**config.mk**
```make
export PLATFORM = sky130hd
export DESIGN_NAME = audio_tone_analyzer
export DESIGN_NICKNAME = d
export VERILOG_FILES = /design/src/rtl/audio_tone_analyzer.sv
export SDC_FILE = /design/constraint.sdc
export NUM_CORES = 1
export LEC_CHECK = 0
export BUFFER_PORTS_ARGS = -buffer_cell sky130_fd_sc_hd__buf_2
export CORE_MARGIN = 3
export CORE_UTILIZATION = 47
export CTS_BUF_LIST = sky130_fd_sc_hd__clkbuf_8 sky130_fd_sc_hd__clkbuf_16
export DETAILED_ROUTE_END_ITERATION = 12
export PLACE_DENSITY = 0.66
export SLEW_MARGIN = 20
export SYNTH_ARGS = -nofsm -noshare
export SYNTH_HDL_FRONTEND = slang
export SYNTH_SLANG_ARGS = --single-unit
```
**constraint.sdc**
```tcl
create_clock -name clk_audio -period 5.5 [get_ports clk_audio]
set_input_delay 0.55 -clock clk_audio [delete_from_list [all_inputs] [get_ports clk_audio]]
set_output_delay 0.55 -clock clk_audio [all_outputs]
set_load 0.01 [all_outputs]
```
**src/rtl/audio_tone_analyzer.sv**
```systemverilog
// audio_tone_analyzer: measures period and peaks of an audio stream, one full
// cycle at a time, using rising crossings with hysteresis.
// Optional feature macro: TONE_ANALYZER_DC_EN adds the dc_offset output.
module audio_tone_analyzer #(
    parameter logic signed [15:0] HYST       = 16'sd256,
    parameter int                 PERIOD_W   = 16,
    parameter int                 MAX_PERIOD = 65535
) (
    input  logic                       clk_audio,
    input  logic                       reset_n,
    input  logic                       sample_valid,
    input  logic signed [15:0]         level,
    output logic                       result_valid,
    output logic        [PERIOD_W-1:0] period,
    output logic signed [15:0]         peak_pos,
    output logic signed [15:0]         peak_neg,
    output logic                       locked,
`ifdef TONE_ANALYZER_DC_EN
    output logic                       timeout,
    output logic signed [15:0]         dc_offset
`else
    output logic                       timeout
`endif
);

    localparam logic signed [15:0]  NEG_HYST = -HYST;
    localparam logic [PERIOD_W-1:0] MAX_CNT  = PERIOD_W'(MAX_PERIOD);
    localparam logic [PERIOD_W-1:0] CNT_ONE  = PERIOD_W'(1);

    typedef enum logic [1:0] {ARM, SYNC, HIGH, LOW} state_t;

    state_t               state;
    logic [PERIOD_W-1:0]  cnt;
    logic signed [15:0]   run_max;
    logic signed [15:0]   run_min;

    logic                 is_high;
    logic                 is_low;
    logic                 at_max;

    function automatic logic signed [15:0] smax(input logic signed [15:0] a,
                                                input logic signed [15:0] b);
        return (a > b) ? a : b;
    endfunction

    function automatic logic signed [15:0] smin(input logic signed [15:0] a,
                                                input logic signed [15:0] b);
        return (a < b) ? a : b;
    endfunction

`ifdef TONE_ANALYZER_DC_EN
    // Midpoint of the peaks; 17-bit sum cannot overflow, shift floors toward -inf.
    function automatic logic signed [15:0] dc_mid(input logic signed [15:0] hi,
                                                  input logic signed [15:0] lo);
        logic signed [16:0] sum;
        sum = {hi[15], hi} + {lo[15], lo};
        return sum[16:1];
    endfunction
`endif

    // Hysteresis thresholds and counter limit, all signed compares on the sample.
    always_comb begin
        is_high = (level >= HYST);
        is_low  = (level <= NEG_HYST);
        at_max  = (cnt == MAX_CNT);
    end

    // Crossing FSM with running period counter, peak tracking and registered results.
    always_ff @(posedge clk_audio) begin
        if (!reset_n) begin
            state        <= ARM;
            cnt          <= '0;
            run_max      <= '0;
            run_min      <= '0;
            result_valid <= 1'b0;
            timeout      <= 1'b0;
            period       <= '0;
            peak_pos     <= '0;
            peak_neg     <= '0;
            locked       <= 1'b0;
`ifdef TONE_ANALYZER_DC_EN
            dc_offset    <= '0;
`endif
        end else begin
            result_valid <= 1'b0;
            timeout      <= 1'b0;
            if (sample_valid) begin
                case (state)
                    ARM: begin
                        if (is_low) state <= SYNC;
                    end
                    SYNC: begin
                        if (is_high) begin
                            state   <= HIGH;
                            cnt     <= CNT_ONE;
                            run_max <= level;
                            run_min <= level;
                        end
                    end
                    HIGH: begin
                        if (at_max) begin
                            timeout <= 1'b1;
                            locked  <= 1'b0;
                            cnt     <= '0;
                            state   <= ARM;
                        end else begin
                            cnt     <= cnt + CNT_ONE;
                            run_max <= smax(run_max, level);
                            run_min <= smin(run_min, level);
                            if (is_low) state <= LOW;
                        end
                    end
                    LOW: begin
                        if (is_high) begin
                            // Completing crossing: the crossing sample opens the next cycle.
                            result_valid <= 1'b1;
                            locked       <= 1'b1;
                            period       <= cnt;
                            peak_pos     <= run_max;
                            peak_neg     <= run_min;
`ifdef TONE_ANALYZER_DC_EN
                            dc_offset    <= dc_mid(run_max, run_min);
`endif
                            cnt          <= CNT_ONE;
                            run_max      <= level;
                            run_min      <= level;
                            state        <= HIGH;
                        end else if (at_max) begin
                            timeout <= 1'b1;
                            locked  <= 1'b0;
                            cnt     <= '0;
                            state   <= ARM;
                        end else begin
                            cnt     <= cnt + CNT_ONE;
                            run_max <= smax(run_max, level);
                            run_min <= smin(run_min, level);
                        end
                    end
                    default: state <= ARM;
                endcase
            end
        end
    end

endmodule

```
; Word level (Yosys, flattened, before mapping)
; Cells that the tools add are included.
[totals]
input_bits = 19
reg_bits = 101
output_inout_bits = 51
[classes]
reduce_logical = 9
eq_ne = 8
n_mux = 27
n_addsub = 1
n_lt_le_gt_ge = 4
[op_table]
columns = op, n
row1 = $mux W16, 10
row2 = $pmux W16 S3, 3
row3 = $add A16 B1 Y16 const B, 1
row4 = $eq A16 B16 Y1 const B, 1
row5 = $ge A16 B10 Y1 const B, 1
row6 = $gt A16 B16 Y1, 1
row7 = $le A16 B9 Y1 const B, 1
row8 = $lt A16 B16 Y1, 1
row9 = $mux W2, 6
row10 = $reduce_and A3 Y1, 3
row11 = $pmux W2 S4, 1
row12 = $ne A3 B3 Y1 const B, 2
row13 = $mux W1, 5
row14 = $reduce_and A5 Y1, 1
row15 = $eq A2 B2 Y1 const B, 2
row16 = $ne A2 B2 Y1 const B, 2
row17 = $pmux W1 S2, 2
row18 = $reduce_and A2 Y1, 2
row19 = $reduce_bool A3 Y1, 1
row20 = $eq A2 B1 Y1 const B, 1
row21 = $logic_not A2 Y1, 1
row22 = $reduce_bool A2 Y1, 1

; Longest topological paths before layout
[depth]
ltp_word = 5
ltp_mapped = 11
depth_no_buf = 9

; Least setup slack after synthesis
; OpenSTA, ideal clock, no wires.
[synth_path]
path_type = input to register
startpoint = input level[9]
endpoint = register run_min[10]
stages = 11
setup_slack_ns = 2.920
arrival_ns = 2.449
required_time_ns = 5.369
path_cell_list = clkbuf_1 > inv_1 > ha_1 > a21oi_1 > o21ai_0 > a221oi_1 > o31a_2 > xnor2_1 > clkbuf_2 > o311ai_0 > a21oi_1
[synth_via]
elab_chain_len = 5
elab_cells_between_ends = 8
[synth_lines]
columns = item, line
row1 = from (decl), 12  ; input logic signed [15:0] level,
row2 = $lt A16 B16 Y1, 48  ; return (a < b) ? a : b;
row3 = $mux W16 (2 in a row), --
row4 = $mux W16, 114  ; if (is_high) begin
row5 = $pmux W16 S3, 88  ; case (state)
row6 = to (signal assigned), 97  ; run_min <= level;
row7 = to (signal assigned), 109  ; run_min <= smin(run_min, level);
row8 = to (signal assigned), 126  ; run_min <= level;
row9 = to (decl), 35  ; logic signed [15:0] run_min;
; Several ways; a longest one is shown, not always the timed one.
; A chain may end at the register's enable or synchronous reset.

; Worst setup path after layout
[layout_path]
startpoint = register state[1]
endpoint = register peak_neg[8]
[layout_via]
elab_chain_len = 2
[layout_lines]
columns = item, line
row1 = from (decl), 32  ; state_t state;
row2 = from (signal assigned), 71  ; state <= ARM;
row3 = from (signal assigned), 90  ; if (is_low) state <= SYNC;
row4 = from (signal assigned), 94  ; state <= HIGH;
row5 = $eq A2 B2 Y1, 88
row6 = $reduce_and A3 Y1 (no line), --
row7 = to (signal assigned), 120  ; peak_neg <= run_min;
row8 = to (decl), 16  ; output logic signed [15:0] peak_neg,
; Every way passes these cells.

==> metrics list <==
- Average cell area after synthesis: 7.878 um^2
- Global router's overall resource usage: 0.2401
* Data required time of the worst path: 5.79 ns
- The worst setup path is launched from a flip-flop.
- Once detail routing completed, the nets flagged for antenna violations numbered 0.
- Max Fanout on Critical Path: 26
* Register clock-pin slew on the reported worst setup and hold paths: 0.10 ns
- Layout cells sized above 1: 0.1480
* Vias in the first global route: 4410
- Number of antenna violations at the first check in global routing: 0
- Global-route wire length before repair: 22870 um
- During synthesis, Yosys emitted a total of 0 warnings.
* Post-layout utilization of the core: 0.5453
* Critical path type: reg -> reg
- Initial core utilization: 0.4879
* Total negative setup slack: 0 ns
* Grt total ovfl: 0
* Register-to-register setup slack: 2.56 ns
- Post-route fraction of the period consumed by the critical path: 0.5337
- CP Data Arrival Time: 3.23 ns
- Hold path startpoint: period[8]$_SDFFE_PN0P_
- Outcome: complete, no violations
- Walking the worst path, the cells encountered are and2_1 > and2_1 > buf_4 > nand2_1 > a21oi_1.
- Via count: 4881
- In this run the cell area of the synthesized design comes to 0.005105 mm^2.
* Hold slack final: 0.4572 ns
- For this run, design rule violations remaining after detail routing come to 0.
- The cell count after synthesis came out at 648.
- Primary flip-flop cell chosen by synthesis mapping: sky130_fd_sc_hd__dfxtp_1
* Nets in the synthesized netlist: 699
- The synthesized design contains 101 register bits.
- Area fraction of the dominant cell type after synthesis: 0.3961
- For this block, the initial DRC count from the detailed router was 448.
- The number of gates resized after CTS was 0.
- Setup repair after global routing missed its margin: false
- The final layout contains routed wiring with a total length of 14050 um.
- Post-synthesis sequential area ratio: 0.3961
* Largest stage delay, worst path: 0.87 ns
- Total clock buffers created by CTS: 9
- Length in cells of the worst reg-to-reg path: 5
* Power density over cell area: 244.4 mW/mm^2
- Max Clock Freq: 340.7 MHz
* Worst Max-Slew Pin Slew: 0.9631 ns
* Relative slew slack: 0.3580
- Max-cap violations in this run came to 0.
- Counting flops with an async set or reset pin after synthesis yields a share of 0.
- The die is 110.2 um wide.
- The synthesized design contains 0 enable-type register cells.
- Yosys mapped the design onto 53 distinct sky130hd cell types.
- IR Drop Worst-Case VDD: 0.0001131 V
* Maximum number of pins on one net before global-route repair: 68
* Post-synthesis cell type with the largest combined area: sky130_fd_sc_hd__dfxtp_1
* Routed wire length per instance: 16.88 um
* Post-layout min period: 2.935 ns
* Hold path depth: 2
* Final Hold Viols: 0
* Most common cell on crit path: sky130_fd_sc_hd__and2_1
* Root Buffer Master: sky130_fd_sc_hd__clkbuf_8
- Non-Filler Cell Area, Final: 0.005705 mm^2
- Per-cell via count in the routed design: 5.867
- Nets: 742
* Io pins: 70
- Synth-to-Final Area Change: 11.76%
- Area after detailed placement: 0.005474 mm^2
- Largest clock skew in the final design: 0.01411 ns
* Type of destination of the critical path: flip-flop
- Final setup violation count: 0
* CTS Sinks: 101
- Leak Pwr: 2.294 nW
* Post-layout total power: 1.394 mW
- Standard cell core area: 0.01046 mm^2
- Once detailed placement completed, the half-perimeter wirelength came to 9902 um.
- TritonCTS built the clock tree.
- The clock passes through at most 2 buffers.
* Crit-path slowest cell: sky130_fd_sc_hd__and2_1
* Endpoint of the worst register-to-register path: peak_neg[8]$_SDFFE_PN0P_
- The floorplan step set the die height to 110.2 um.
* Leading post-synthesis cells by cell area: sky130_fd_sc_hd__dfxtp_1, sky130_fd_sc_hd__a21oi_1, sky130_fd_sc_hd__nand2_1
- For hold timing, the worst endpoint is period[8]$_SDFFE_PN0P_.
- The die covers 0.01215 mm^2.
- Critical register-to-register path startpoint: state[1]$_SDFFE_PN0P_
- H-Tree Level Count: 3
- Routability congestion estimate: 0.9110
- For the worst-skew pair, the clock arrives at the later sink with an insertion delay of 0.38 ns.
- The initialized floorplan defines 37 standard-cell rows.
- The number of antenna diodes in the final layout is 0.
- Post-CTS setup repair buffer count: 0
* Fin. max-slew vios: 0
* Detailed-router iteration count before antenna repair: 5
* Cts-stage hold buffer count: 0
* Hold WC Path Type: reg -> reg
* Quantity of I/O buffers inserted on ports: 69
## per-stage QoR
step / instances / worst slack, ns
after CTS: 831 / 2.500
after detailed placement: 815 / 2.100
after global routing: 832 / 2.308
after global placement: 815 / 2.168
after floorplan: 648 / 2.920
final: 832 / 2.565
## sequential cells by signal, summed over array words and instances (netlist names)
register / cells
cnt: 16
peak_neg: 16
peak_pos: 16
period: 16
run_max: 16
run_min: 16
state: 2
locked: 1
result_valid: 1
timeout: 1
## power by group
part           switching, mW  leakage [nW]  total (mW)  internal [mW]
sequential            0.0111         0.815       0.750          0.739
combinational         0.0962          1.38       0.142         0.0461
clock                  0.275         0.104       0.502          0.227
## worst max-delay path, delay by kind of cell (launching register included)
family	cells	cell delay (ns)
and+or+nand+nor	3	1.70
DFF	1	0.59
buffers and inverters	1	0.42
AOI/OAI and AO/OA	1	0.13
## routing by layer
layer / vias to the layer above / track usage / part of all wire
met5: - / 0 / 0
met4: 0 / 0.07300 / 0.019
met3: 32 / 0.04252 / 0.085
met2: 218 / 0.3631 / 0.43
met1: 2252 / 0.3487 / 0.46
li1: 2379 / - / -
## layout make-up
type	count	area (um^2)
well taps	136	170.2
repair buffers	75	394.1
inverters	21	78.83
fillers	1064	4757
flip-flops and latches	101	2022
clock buffers	10	137.6
clock inverters	6	71.32
multi-input cells	483	2831
## worst max-delay path by stage
| stage | from | end |
|---|---|---|
| floorplan | level[9] | run_min[10]$_SDFFE_PN0P_ |
| global placement | sample_valid | cnt[4]$_SDFFE_PN0P_ |
| detailed placement | sample_valid | cnt[6]$_SDFFE_PN0P_ |
| CTS | sample_valid | cnt[6]$_SDFFE_PN0P_ |
| global route | state[1]$_SDFFE_PN0P_ | peak_neg[0]$_SDFFE_PN0P_ |
| finish | state[1]$_SDFFE_PN0P_ | peak_neg[8]$_SDFFE_PN0P_ |
## layout by cell type (no fill, tap or decap), types with 11 or more instances in the layout
cell                       synthesis  layout
sky130_fd_sc_hd__nand2_1         117     117
sky130_fd_sc_hd__dfxtp_1         101     101
sky130_fd_sc_hd__a21oi_1         100     100
sky130_fd_sc_hd__buf_2            11      69
sky130_fd_sc_hd__nor2_1           61      61
sky130_fd_sc_hd__ha_1             32      32
sky130_fd_sc_hd__inv_1            20      20
sky130_fd_sc_hd__nor3_1           17      17
sky130_fd_sc_hd__o21ai_0          13      13
sky130_fd_sc_hd__a22oi_1          13      13
sky130_fd_sc_hd__o311ai_0         12      12
sky130_fd_sc_hd__xor2_1           11      11
sky130_fd_sc_hd__o21a_1           11      11
## cells by family after synthesis
| logic type | after synthesis | synth area share |
|---|---|---|
| AND/OR/NAND/NOR | 236 | 0.2010 |
| buffers and inverters | 64 | 0.05147 |
| flip-flops | 101 | 0.3961 |
| AO/OA/AOI/OAI | 199 | 0.2429 |
| adder cells (fa/ha/maj) | 32 | 0.07843 |
| XOR/XNOR | 15 | 0.02573 |
| multiplexers | 1 | 0.004411 |
## synthesized netlist by cell type, drive strengths merged, types with 2 or more instances
library cell    n
o221ai          4
nand3           9
nand2         117
o311ai         12
o22ai          10
a21oi         101
a31oi           4
and2            4
nor2           61
nand4           6
and4            5
inv            21
o21ai          18
a211oi          7
clkbuf         27
o211ai          3
a22oi          13
nor2b           4
nor3           17
dfxtp         101
a21o            4
xor2           11
o21a           11
nand2b          4
and3            2
o2bb2ai         3
nor4            5
xnor2           4
ha             32
buf            16
No activity file was read; power rests on OpenSTA's default activity.
